File: config.mk
export PLATFORM = sky130hd
export DESIGN_NAME = mc_control_fsm_flat
export DESIGN_NICKNAME = d
export VERILOG_FILES = /design/src/rtl/mc_ctrl_pkg.sv /design/src/rtl/mc_control_fsm_if.sv /design/src/rtl/mc_mem_watchdog.sv /design/src/rtl/mc_control_fsm.sv /design/src/flat_wrapper.sv
export SDC_FILE = /design/constraint.sdc
export NUM_CORES = 1
export LEC_CHECK = 0
export ABC_AREA = 1
export ABC_CLOCK_PERIOD_IN_PS = 1980
export CAP_MARGIN = 10
export CORE_AREA = 8 8 50 69
export DETAILED_ROUTE_END_ITERATION = 16
export DIE_AREA = 0 0 58 77
export PLACE_DENSITY = 0.75
export RECOVER_POWER = 50
export REMOVE_ABC_BUFFERS = 1
export SETUP_SLACK_MARGIN = 0.05
export SYNTH_ARGS = -nofsm -noshare
export SYNTH_HDL_FRONTEND = slang
export SYNTH_SLANG_ARGS = --single-unit
File: constraint.sdc
create_clock -name clk -period 1.98 [get_ports clk]
set_input_delay 0.495 -clock clk [delete_from_list [all_inputs] [get_ports clk]]
set_output_delay 0.495 -clock clk [all_outputs]
set_load 0.01 [all_outputs]
File: src/rtl/mc_ctrl_pkg.sv
// Shared encodings for the multicycle control unit and the datapath muxes it drives.
// State codes, opcode/funct values and every select encoding live here.
package mc_ctrl_pkg;

    localparam int STATE_W = 4;

    typedef enum logic [STATE_W-1:0] {
        S_RST    = 4'd0,
        S_FETCH  = 4'd1,
        S_DECODE = 4'd2,
        S_MEMADR = 4'd3,
        S_MEMRD  = 4'd4,
        S_MEMWB  = 4'd5,
        S_MEMWR  = 4'd6,
        S_RTYPE  = 4'd7,
        S_ADDI   = 4'd8,
        S_ORI    = 4'd9,
        S_ALUWB  = 4'd10,
        S_BRANCH = 4'd11,
        S_JUMP   = 4'd12,
        S_JAL    = 4'd13,
        S_JR     = 4'd14
    } state_t;

    localparam logic [5:0] OP_RTYPE = 6'b000000;
    localparam logic [5:0] OP_J     = 6'b000010;
    localparam logic [5:0] OP_JAL   = 6'b000011;
    localparam logic [5:0] OP_BEQ   = 6'b000100;
    localparam logic [5:0] OP_ADDI  = 6'b001000;
    localparam logic [5:0] OP_ORI   = 6'b001101;
    localparam logic [5:0] OP_LW    = 6'b100011;
    localparam logic [5:0] OP_SW    = 6'b101011;
    localparam logic [5:0] FN_JR    = 6'b001000;

    localparam logic [1:0] M2R_ALUOUT = 2'd0;
    localparam logic [1:0] M2R_MDR    = 2'd1;
    localparam logic [1:0] M2R_PC     = 2'd2;

    localparam logic [1:0] RD_RT = 2'd0;
    localparam logic [1:0] RD_RD = 2'd1;
    localparam logic [1:0] RD_RA = 2'd2;

    localparam logic [1:0] SRCB_B      = 2'd0;
    localparam logic [1:0] SRCB_4      = 2'd1;
    localparam logic [1:0] SRCB_IMM    = 2'd2;
    localparam logic [1:0] SRCB_IMM_SH = 2'd3;

    localparam logic [1:0] ALU_ADD   = 2'd0;
    localparam logic [1:0] ALU_SUB   = 2'd1;
    localparam logic [1:0] ALU_FUNCT = 2'd2;
    localparam logic [1:0] ALU_OR    = 2'd3;

    localparam logic [1:0] PCS_ALU    = 2'd0;
    localparam logic [1:0] PCS_ALUOUT = 2'd1;
    localparam logic [1:0] PCS_JUMP   = 2'd2;
    localparam logic [1:0] PCS_JR     = 2'd3;

    // States that wait on mem_ready and are covered by the watchdog.
    function automatic logic is_mem_state(input state_t s);
        return (s == S_FETCH) || (s == S_MEMRD) || (s == S_MEMWR);
    endfunction

endpackage

File: src/rtl/mc_control_fsm_if.sv
// Control-unit to datapath bundle: decode inputs, memory handshake and all selects/strobes.
interface mc_control_fsm_if;
    logic [5:0] Op;
    logic [5:0] Funct;
    logic       Zero;
    logic       mem_ready;
    logic       PCWrite;
    logic       PCWriteCond;
    logic       IorD;
    logic       MemRead;
    logic       MemWrite;
    logic       IRWrite;
    logic [1:0] MemToReg;
    logic [1:0] RegDst;
    logic       RegWrite;
    logic       ALUSrcA;
    logic [1:0] ALUSrcB;
    logic [1:0] ALUOp;
    logic [1:0] PCSource;
    logic       illegal_op;
    logic       bus_err;

    modport master (
        input  Op, Funct, Zero, mem_ready,
        output PCWrite, PCWriteCond, IorD, MemRead, MemWrite, IRWrite,
               MemToReg, RegDst, RegWrite, ALUSrcA, ALUSrcB, ALUOp, PCSource,
               illegal_op, bus_err
    );

    modport slave (
        output Op, Funct, Zero, mem_ready,
        input  PCWrite, PCWriteCond, IorD, MemRead, MemWrite, IRWrite,
               MemToReg, RegDst, RegWrite, ALUSrcA, ALUSrcB, ALUOp, PCSource,
               illegal_op, bus_err
    );
endinterface

File: src/rtl/mc_mem_watchdog.sv
// Counts stalled cycles in a memory-wait state and flags a timeout when the limit is reached.
module mc_mem_watchdog #(
    parameter int MEM_TIMEOUT = 16,
    parameter int CNT_W       = 8
) (
    input  logic clk,
    input  logic rst_n,
    input  logic in_mem,
    input  logic mem_ready,
    output logic timeout
);
    localparam logic [CNT_W-1:0] LIMIT = CNT_W'(MEM_TIMEOUT);

    logic [CNT_W-1:0] cnt_reg;
    logic [CNT_W-1:0] cnt_next;

    // mem_ready has priority: a completing access never times out.
    assign timeout = in_mem && !mem_ready && (cnt_reg == LIMIT);

    // Mem states only exit on ready or timeout, so clearing outside them also clears on entry.
    always_comb begin
        cnt_next = '0;
        if (in_mem && !mem_ready && !timeout)
            cnt_next = cnt_reg + CNT_W'(1);
    end

    always_ff @(posedge clk) begin
        if (!rst_n)
            cnt_reg <= '0;
        else
            cnt_reg <= cnt_next;
    end
endmodule

File: src/rtl/mc_control_fsm.sv
// Multicycle MIPS-subset main control: sequences fetch/decode/execute/memory/writeback
// and drives every datapath select and strobe, with a watchdog on memory waits.
module mc_control_fsm
    import mc_ctrl_pkg::*;
#(
    parameter int MEM_TIMEOUT = 16,
    parameter int CNT_W       = 8
) (
    input  logic             clk,
    input  logic             rst_n,
    mc_control_fsm_if.master bus
);
    state_t     state_reg, state_next;
    logic [1:0] dst_reg, dst_next;
    logic       in_mem;
    logic       timeout;

    assign in_mem = is_mem_state(state_reg);

    mc_mem_watchdog #(
        .MEM_TIMEOUT(MEM_TIMEOUT),
        .CNT_W      (CNT_W)
    ) u_watchdog (
        .clk      (clk),
        .rst_n    (rst_n),
        .in_mem   (in_mem),
        .mem_ready(bus.mem_ready),
        .timeout  (timeout)
    );

    always_ff @(posedge clk) begin
        if (!rst_n) begin
            state_reg <= S_RST;
            dst_reg   <= RD_RT;
        end else begin
            state_reg <= state_next;
            dst_reg   <= dst_next;
        end
    end

    always_comb begin
        state_next       = state_reg;
        dst_next         = dst_reg;
        bus.PCWrite      = 1'b0;
        bus.PCWriteCond  = 1'b0;
        bus.IorD         = 1'b0;
        bus.MemRead      = 1'b0;
        bus.MemWrite     = 1'b0;
        bus.IRWrite      = 1'b0;
        bus.MemToReg     = M2R_ALUOUT;
        bus.RegDst       = RD_RT;
        bus.RegWrite     = 1'b0;
        bus.ALUSrcA      = 1'b0;
        bus.ALUSrcB      = SRCB_B;
        bus.ALUOp        = ALU_ADD;
        bus.PCSource     = PCS_ALU;
        bus.illegal_op   = 1'b0;
        bus.bus_err      = timeout;

        case (state_reg)
            S_RST: state_next = S_FETCH;
            S_FETCH: begin
                bus.MemRead = !timeout;
                bus.ALUSrcB = SRCB_4;
                bus.IRWrite = bus.mem_ready;
                bus.PCWrite = bus.mem_ready;
                if (bus.mem_ready)
                    state_next = S_DECODE;
            end
            S_DECODE: begin
                bus.ALUSrcB = SRCB_IMM_SH;
                case (bus.Op)
                    OP_LW, OP_SW: state_next = S_MEMADR;
                    OP_RTYPE:     state_next = (bus.Funct == FN_JR) ? S_JR : S_RTYPE;
                    OP_BEQ:       state_next = S_BRANCH;
                    OP_J:         state_next = S_JUMP;
                    OP_JAL:       state_next = S_JAL;
                    OP_ADDI:      state_next = S_ADDI;
                    OP_ORI:       state_next = S_ORI;
                    default: begin
                        bus.illegal_op = 1'b1;
                        state_next     = S_FETCH;
                    end
                endcase
            end
            S_MEMADR: begin
                bus.ALUSrcA = 1'b1;
                bus.ALUSrcB = SRCB_IMM;
                state_next  = (bus.Op == OP_SW) ? S_MEMWR : S_MEMRD;
            end
            S_MEMRD: begin
                bus.MemRead = !timeout;
                bus.IorD    = 1'b1;
                if (bus.mem_ready)
                    state_next = S_MEMWB;
                else if (timeout)
                    state_next = S_FETCH;
            end
            S_MEMWB: begin
                bus.RegWrite = 1'b1;
                bus.MemToReg = M2R_MDR;
                state_next   = S_FETCH;
            end
            S_MEMWR: begin
                bus.MemWrite = !timeout;
                bus.IorD     = 1'b1;
                if (bus.mem_ready || timeout)
                    state_next = S_FETCH;
            end
            S_RTYPE: begin
                bus.ALUSrcA = 1'b1;
                bus.ALUOp   = ALU_FUNCT;
                dst_next    = RD_RD;
                state_next  = S_ALUWB;
            end
            S_ADDI: begin
                bus.ALUSrcA = 1'b1;
                bus.ALUSrcB = SRCB_IMM;
                dst_next    = RD_RT;
                state_next  = S_ALUWB;
            end
            S_ORI: begin
                bus.ALUSrcA = 1'b1;
                bus.ALUSrcB = SRCB_IMM;
                bus.ALUOp   = ALU_OR;
                dst_next    = RD_RT;
                state_next  = S_ALUWB;
            end
            S_ALUWB: begin
                bus.RegWrite = 1'b1;
                bus.RegDst   = dst_reg;
                state_next   = S_FETCH;
            end
            S_BRANCH: begin
                bus.ALUSrcA     = 1'b1;
                bus.ALUOp       = ALU_SUB;
                bus.PCWriteCond = 1'b1;
                bus.PCSource    = PCS_ALUOUT;
                state_next      = S_FETCH;
            end
            S_JUMP: begin
                bus.PCWrite  = 1'b1;
                bus.PCSource = PCS_JUMP;
                state_next   = S_FETCH;
            end
            S_JAL: begin
                // PC already holds PC+4 from fetch, so it is the link value.
                bus.RegWrite = 1'b1;
                bus.MemToReg = M2R_PC;
                bus.RegDst   = RD_RA;
                bus.PCWrite  = 1'b1;
                bus.PCSource = PCS_JUMP;
                state_next   = S_FETCH;
            end
            S_JR: begin
                bus.PCWrite  = 1'b1;
                bus.PCSource = PCS_JR;
                state_next   = S_FETCH;
            end
            default: state_next = S_RST;
        endcase

        // A reset landing mid-instruction must not commit anything in that cycle.
        if (!rst_n) begin
            bus.PCWrite     = 1'b0;
            bus.PCWriteCond = 1'b0;
            bus.MemWrite    = 1'b0;
            bus.IRWrite     = 1'b0;
            bus.RegWrite    = 1'b0;
        end
    end
endmodule

File: src/flat_wrapper.sv
// flat-port wrapper written by rule: the top's interface ports become plain ports
module mc_control_fsm_flat import mc_ctrl_pkg::*;
#(
    parameter int MEM_TIMEOUT = 16,
    parameter int CNT_W       = 8
)
  (clk, rst_n, bus_Op, bus_Funct, bus_Zero, bus_mem_ready, bus_PCWrite, bus_PCWriteCond, bus_IorD, bus_MemRead, bus_MemWrite, bus_IRWrite, bus_MemToReg, bus_RegDst, bus_RegWrite, bus_ALUSrcA, bus_ALUSrcB, bus_ALUOp, bus_PCSource, bus_illegal_op, bus_bus_err);
  mc_control_fsm_if bus_i ();
  input  logic clk;
  input  logic rst_n;
  input wire logic [$bits(bus_i.Op)-1:0] bus_Op;
  input wire logic [$bits(bus_i.Funct)-1:0] bus_Funct;
  input wire logic [$bits(bus_i.Zero)-1:0] bus_Zero;
  input wire logic [$bits(bus_i.mem_ready)-1:0] bus_mem_ready;
  output wire logic [$bits(bus_i.PCWrite)-1:0] bus_PCWrite;
  output wire logic [$bits(bus_i.PCWriteCond)-1:0] bus_PCWriteCond;
  output wire logic [$bits(bus_i.IorD)-1:0] bus_IorD;
  output wire logic [$bits(bus_i.MemRead)-1:0] bus_MemRead;
  output wire logic [$bits(bus_i.MemWrite)-1:0] bus_MemWrite;
  output wire logic [$bits(bus_i.IRWrite)-1:0] bus_IRWrite;
  output wire logic [$bits(bus_i.MemToReg)-1:0] bus_MemToReg;
  output wire logic [$bits(bus_i.RegDst)-1:0] bus_RegDst;
  output wire logic [$bits(bus_i.RegWrite)-1:0] bus_RegWrite;
  output wire logic [$bits(bus_i.ALUSrcA)-1:0] bus_ALUSrcA;
  output wire logic [$bits(bus_i.ALUSrcB)-1:0] bus_ALUSrcB;
  output wire logic [$bits(bus_i.ALUOp)-1:0] bus_ALUOp;
  output wire logic [$bits(bus_i.PCSource)-1:0] bus_PCSource;
  output wire logic [$bits(bus_i.illegal_op)-1:0] bus_illegal_op;
  output wire logic [$bits(bus_i.bus_err)-1:0] bus_bus_err;
  assign bus_i.Op = bus_Op;
  assign bus_i.Funct = bus_Funct;
  assign bus_i.Zero = bus_Zero;
  assign bus_i.mem_ready = bus_mem_ready;
  assign bus_PCWrite = bus_i.PCWrite;
  assign bus_PCWriteCond = bus_i.PCWriteCond;
  assign bus_IorD = bus_i.IorD;
  assign bus_MemRead = bus_i.MemRead;
  assign bus_MemWrite = bus_i.MemWrite;
  assign bus_IRWrite = bus_i.IRWrite;
  assign bus_MemToReg = bus_i.MemToReg;
  assign bus_RegDst = bus_i.RegDst;
  assign bus_RegWrite = bus_i.RegWrite;
  assign bus_ALUSrcA = bus_i.ALUSrcA;
  assign bus_ALUSrcB = bus_i.ALUSrcB;
  assign bus_ALUOp = bus_i.ALUOp;
  assign bus_PCSource = bus_i.PCSource;
  assign bus_illegal_op = bus_i.illegal_op;
  assign bus_bus_err = bus_i.bus_err;
  mc_control_fsm #(.MEM_TIMEOUT(MEM_TIMEOUT), .CNT_W(CNT_W)) u_core (.clk(clk), .rst_n(rst_n), .bus(bus_i));
endmodule
=== Yosys cells after proc, flatten, opt, wreduce, memory -nomap -nowiden ===
Index checks and enable logic that the tools add are counted.

* Eq/ne operators: 26
* $add $sub $neg: 1
* Reductions and logical operators: 25
* Mux-type cells: 29

{| class="wikitable"
|+ Operator list
! cell !! count
|-
| case mux 4 bit (7 select lines) || 2
|-
| equality test 4 bit, second input constant || 7
|-
| 2-to-1 mux 4 bit || 5
|-
| equality test 6 x 4 -> 1 bit, second input constant || 3
|-
| case mux 2 bit (3 select lines) || 3
|-
| equality test 4 x 3 -> 1 bit, second input constant || 4
|-
| 2-to-1 mux 1 bit || 14
|-
| equality test 6 x 2 -> 1 bit, second input constant || 2
|-
| equality test 6 bit, second input constant || 2
|-
| case mux 2 bit (2 select lines) || 3
|-
| OR reduction 3 bit || 4
|-
| OR reduction 2 bit || 5
|-
| adder 8 x 1 -> 8 bit, second input constant || 1
|-
| equality test 4 x 2 -> 1 bit, second input constant || 2
|-
| equality test 8 x 5 -> 1 bit, second input constant || 1
|-
| OR reduction 8 bit || 1
|-
| OR reduction 7 bit || 1
|-
| equality test 6 x 3 -> 1 bit, second input constant || 1
|-
| zero test 6 bit || 1
|-
| OR reduction 5 bit || 1
|-
| equality test 4 x 1 -> 1 bit, second input constant || 1
|-
| zero test 4 bit || 1
|-
| inequality test 2 bit, second input constant || 2
|-
| logical AND 1 bit || 3
|-
| other kinds (8) || 11
|}

* Register bits: 14
* Output and inout port bits: 20
* Bits of input ports: 16

=== Logic depth before layout (Yosys ltp) ===
Gate-level depths: netlist of run 1.

* Word-level depth: 8
* Mapped depth: 10
* Mapped depth without buffers: 10

=== By module ===
A second synthesis of run 1 with hierarchy kept.

* Cell total of the unflattened synthesis: 194
* Area, all modules: 1159.9 um^2

{| class="wikitable"
|+ Modules (own cells, without submodules)
! module !! cells an instance !! area each (um^2) !! sequential area each (um^2) !! times used
|-
| mc_control_fsm || 133 || 721.9 || 100.1 || 1
|-
| mc_mem_watchdog || 61 || 437.9 || 160.2 || 1
|}

=== Worst setup path after synthesis of run 1 ===
OpenSTA, ideal clock, no wires.

* Kind: reg2out
* Start: reg u_core.u_watchdog.cnt_reg[0]
* End: out bus_MemWrite
* Stages on the path, launching flop included: 6
* Setup slack: 0.240 ns
* Arrival: 1.245 ns
* Cells stage by stage: dfxtp_1 > inv_1 > ha_1 > nand4_1 > nor2_1 > nor4_1

* Longest elaborated chain between the ends: 5

{| class="wikitable"
|+ RTL lines
! item !! RTL line !! RTL
|-
| start: declaration || mc_mem_watchdog.sv:14 || <nowiki>logic [CNT_W-1:0] cnt_reg;</nowiki>
|-
| start signal: assignment || mc_mem_watchdog.sv:31 || <nowiki>cnt_reg <= cnt_next;</nowiki>
|-
| equality test 8 x 5 -> 1 bit || mc_mem_watchdog.sv:18 || <nowiki>assign timeout = in_mem && !mem_ready && (cnt_reg == LIMIT);</nowiki>
|-
| logical AND 1 bit || mc_mem_watchdog.sv:18 ||
|-
| net bus_bus_err || flat_wrapper.sv:29 || <nowiki>output wire logic [$bits(bus_i.bus_err)-1:0] bus_bus_err;</nowiki>
|-
| zero test 1 bit || mc_control_fsm.sv:105 || <nowiki>bus.MemWrite = !timeout;</nowiki>
|-
| 2-to-1 mux 1 bit || mc_control_fsm.sv:60 || <nowiki>case (state_reg)</nowiki>
|-
| 2-to-1 mux 1 bit || mc_control_fsm.sv:164 || <nowiki>if (!rst_n) begin</nowiki>
|-
| end: declaration || flat_wrapper.sv:19 || <nowiki>output wire logic [$bits(bus_i.MemWrite)-1:0] bus_MemWrite;</nowiki>
|}

The timed path passes the listed nets, and every way through them passes these cells.

=== Worst setup path in the final report of run 1 ===
* Start: reg u_core.state_reg[2]
* End: out bus_MemWrite

* Longest elaborated chain between the ends: 8
* Elaborated cells between the ends (all ways): 10
* Classes of those cells: eq/ne (3); mux (2); reduce/logical (5)

{| class="wikitable"
|+ RTL lines
! item !! RTL line !! RTL
|-
| start: declaration || mc_control_fsm.sv:13 || <nowiki>state_t state_reg, state_next;</nowiki>
|-
| start signal: assignment || mc_control_fsm.sv:36 || <nowiki>state_reg <= state_next;</nowiki>
|-
| equality test 4 x 1 -> 1 bit / equality test 4 x 3 -> 1 bit (equally long branches) || mc_ctrl_pkg.sv:60 || <nowiki>return (s == S_FETCH) || (s == S_MEMRD) || (s == S_MEMWR);</nowiki>
|-
| logical OR 1 bit (2 in series) || mc_ctrl_pkg.sv:60 ||
|-
| logical AND 1 bit (2 in series) || mc_mem_watchdog.sv:18 ||
|-
| zero test 1 bit || mc_control_fsm.sv:105 ||
|-
| 2-to-1 mux 1 bit (*) || mc_control_fsm.sv:60 ||
|-
| 2-to-1 mux 1 bit (*) || mc_control_fsm.sv:164 ||
|}

Every way passes the cells marked *; elsewhere a longest branch is shown, timed or not.

==> impl_metrics.ini, run 1 <==
[run_status]
outcome = finished, violations left
violations = setup timing

[logic_synthesis]
ys_types = 25
syn-instance-count = 168
synth_edf_count = 0
syn-cell-area_um2 = 1022
synth_top_cell_area_share_pct = 25.46
syn_avg_cell_area_um2 = 6.085
synth.most_common_cell = nor2_1
synth.area.top_cells = dfxtp_1 25%, nor2_1 13%, inv_1 11%, nand2_1 9.9%, nand3_1 7.8%
yosys.area.top_type = dfxtp_1
ys_ff_latch = 13
yosys_most_used_dff = dfxtp_1
synthArstFlopShare_pct = 0
ys_warn_count = 0
yosysSeqAreaShare_pct = 25.46
synth.cells.most_frequent = 35 x nor2_1, 30 x inv_1, 27 x nand2_1, 16 x nand3_1, 13 x dfxtp_1

[worst_setup_path]
crit_required_ns = 1.48
cp_max_fo = 4
worst_r2r_endpoint = u_core.u_watchdog.cnt_reg[2]
path_class = flop to output pin
r2r-start = u_core.state_reg[2]
startpoint_type = flop
r2r_slack_ns = 0.44
arrival_ns = 1.49
worstSetupEndpointType = output pin
r2r_cells = 7

[worst_hold_path]
hp-start = u_core.dst_reg[0]
hold_class = flop to flop
hold_depth = 2
whs_endpoint = u_core.dst_reg[0]

[placed_design]
place_hpwl_um = 2928
io_buffers = 34
routabilityCongestion = 0.8726
dpl_cell_area_um2 = 1688
dp.cells = 265
pre_cts_slack_ns = -0.6642

[finish]
stdcell_count = 272
multi_input_area_um2 = 694.4
layout.nets = 267
fin_area_um2 = 1719
syn_to_final_growth_pct = 68.18
seq_area_um2 = 271.5
largest_reg_flops = 8
drive_above_1_share_pct = 40.73
fillers = 221
antenna_cells = 0

[route]
vias = 1398
viasPerCell = 5.140
ant_nets = 0
first_pass_iters = 4
drc = 0
drt-total-wl_um = 3766
wl_per_cell_um = 13.85
drt_iter0_markers = 31

[floorplanning]
die_w_um = 58
io_pins = 36
dieHeight_um = 77
initial_core_util_pct = 41.26
fp.dieArea_um2 = 4466
rows = 22
core-area_um2 = 2477

[power_and_ir_drop]
irDropWorstVdd_v = 0.0006604
power_density_nw_per_um2 = 831.8
p_leak_nw = 0.8613
p_total_mw = 1.430

[global_routing]
grt_pass1_wl_um = 6210
grt_pass1_vias = 1438
grt_start_max_net_pins = 9
grt_overflow = 0
antenna_found_initial = 0
track_usage_pct = 17.11

[timing]
worst_pin_slew_ns = 0.3690
fin_skew_ns = 0.006462
slew_violations = 0
whs_ns = 0.4888
setup_ws_ns = -0.009061
fin_crit_sh_pct = 100.5
setup_violations = 2
finalHoldViolCount = 0
max_freq_mhz = 502.8
fin_crit_ns = 1.989
maxSlewHeadroom_pct = 75.33
rsz0062_at_grt = yes

[cts]
htreeDepth = 1
cts_num_sinks = 13
cts_hold_buf = 0
cts_tree = done
max-clock-path-buffers = 2
clk_latency_ns = 0.29
numCtsBuffers = 3
clk_pin_slew_ns = 0.08
cts_root_buffer = clkbuf_4

[flow_run]
drv_cap = 0
## routing by layer
metal / global-route usage (%) / vias up / part of all wire [%]
met5: 0 / - / 0
met4: 8.621 / 0 / 2.8
met3: 4.174 / 9 / 4.7
met2: 33.97 / 41 / 57
met1: 14.71 / 651 / 35
li1: - / 697 / -
## metrics by stage
step | TNS, ns | util [%]
after detailed placement | -3.847 | 68.13
after CTS | -0.05581 | 70.15
after floorplan | 0 | -
after global placement | -3.466 | 68.13
final | -0.01707 | 69.39
after global routing | -0.2357 | 69.39
## cells in the final DEF (no fill, tap or decap), drive strengths merged
master	count
xor2	3
buf	55
nand3	17
a41oi	1
nand4	5
clkdlybuf4s50	6
o21ai	11
inv	32
nor3b	2
ha	2
clkbuf	11
and3	1
dfxtp	13
nor4	1
o22ai	1
nor3	1
a21oi	10
clkdlybuf4s15	6
dlygate4sd2	3
nor2	38
nand2	29
## area by class of cell
class,count,share of cell area (%)
well taps,24,1.747
repair buffers,77,33.41
flip-flops and latches,13,15.79
clock buffers,4,1.528
multi-input cells,122,40.39
inverters,32,7.132
## worst max-delay path by stage
stage                     depth (start not counted)             end                    startpoint  slack, ns
final                                             8    bus_MemWrite           u_core.state_reg[2]     -0.009
after global routing                              8    bus_MemWrite           u_core.state_reg[2]      -0.08
after CTS                                         8  bus_illegal_op                     bus_Op[2]      -0.06
after detailed placement                          8  bus_illegal_op                     bus_Op[5]      -0.66
after global placement                            8  bus_illegal_op                     bus_Op[5]      -0.56
after floorplan                                   5    bus_MemWrite  u_core.u_watchdog.cnt_reg[0]       0.24
## power breakdown
group	total [mW]	internal [mW]	switching (mW)
Combinational	0.921	0.437	0.483
Clock	0.172	0.0786	0.0934
Sequential	0.337	0.301	0.0359
Total	1.43	0.817	0.613
## repair_timing
item	4_1_cts	5_1_grt
gates resized for setup	84	38
endpoints found under the hold margin	0	0
endpoints found under the setup margin	20	20
setup buffers	2	1
pin swaps	1	3
## worst max-delay path, stage by stage (launching register included)
cell and delay, ns:
dfxtp_4 0.37, buf_6 0.12, nor2_4 0.13, nand2_4 0.09
a21oi_4 0.14, inv_2 0.06, nor2_4 0.12, nor4_2 0.05
buf_2 0.14
## kinds of logic (layout without fill, tap and decap cells)
kind of cell               Yosys count  in the layout  synth area share [%]
AOI/OAI and AO/OA                   23             23                 13.22
and+or+nand+nor                     94             94                 44.07
DFF                                 13             13                 25.46
adders and majority gates            2              2                 2.448
buffers and inverters               33            113                 12.24
xor gates and xnor gates             3              3                 2.571
(Power assumes the default switching activity.)
==> run 2: changes to the inputs <==
--- a/config.mk
+++ b/config.mk
@@ -6,7 +6,6 @@
 export NUM_CORES = 1
 export LEC_CHECK = 0
 export ABC_AREA = 1
-export ABC_CLOCK_PERIOD_IN_PS = 1980
 export CAP_MARGIN = 10
 export CORE_AREA = 8 8 50 69
 export DETAILED_ROUTE_END_ITERATION = 16
==> results of run 2 <==
The final DEF is identical to that of run 1; final timing and power are the same.
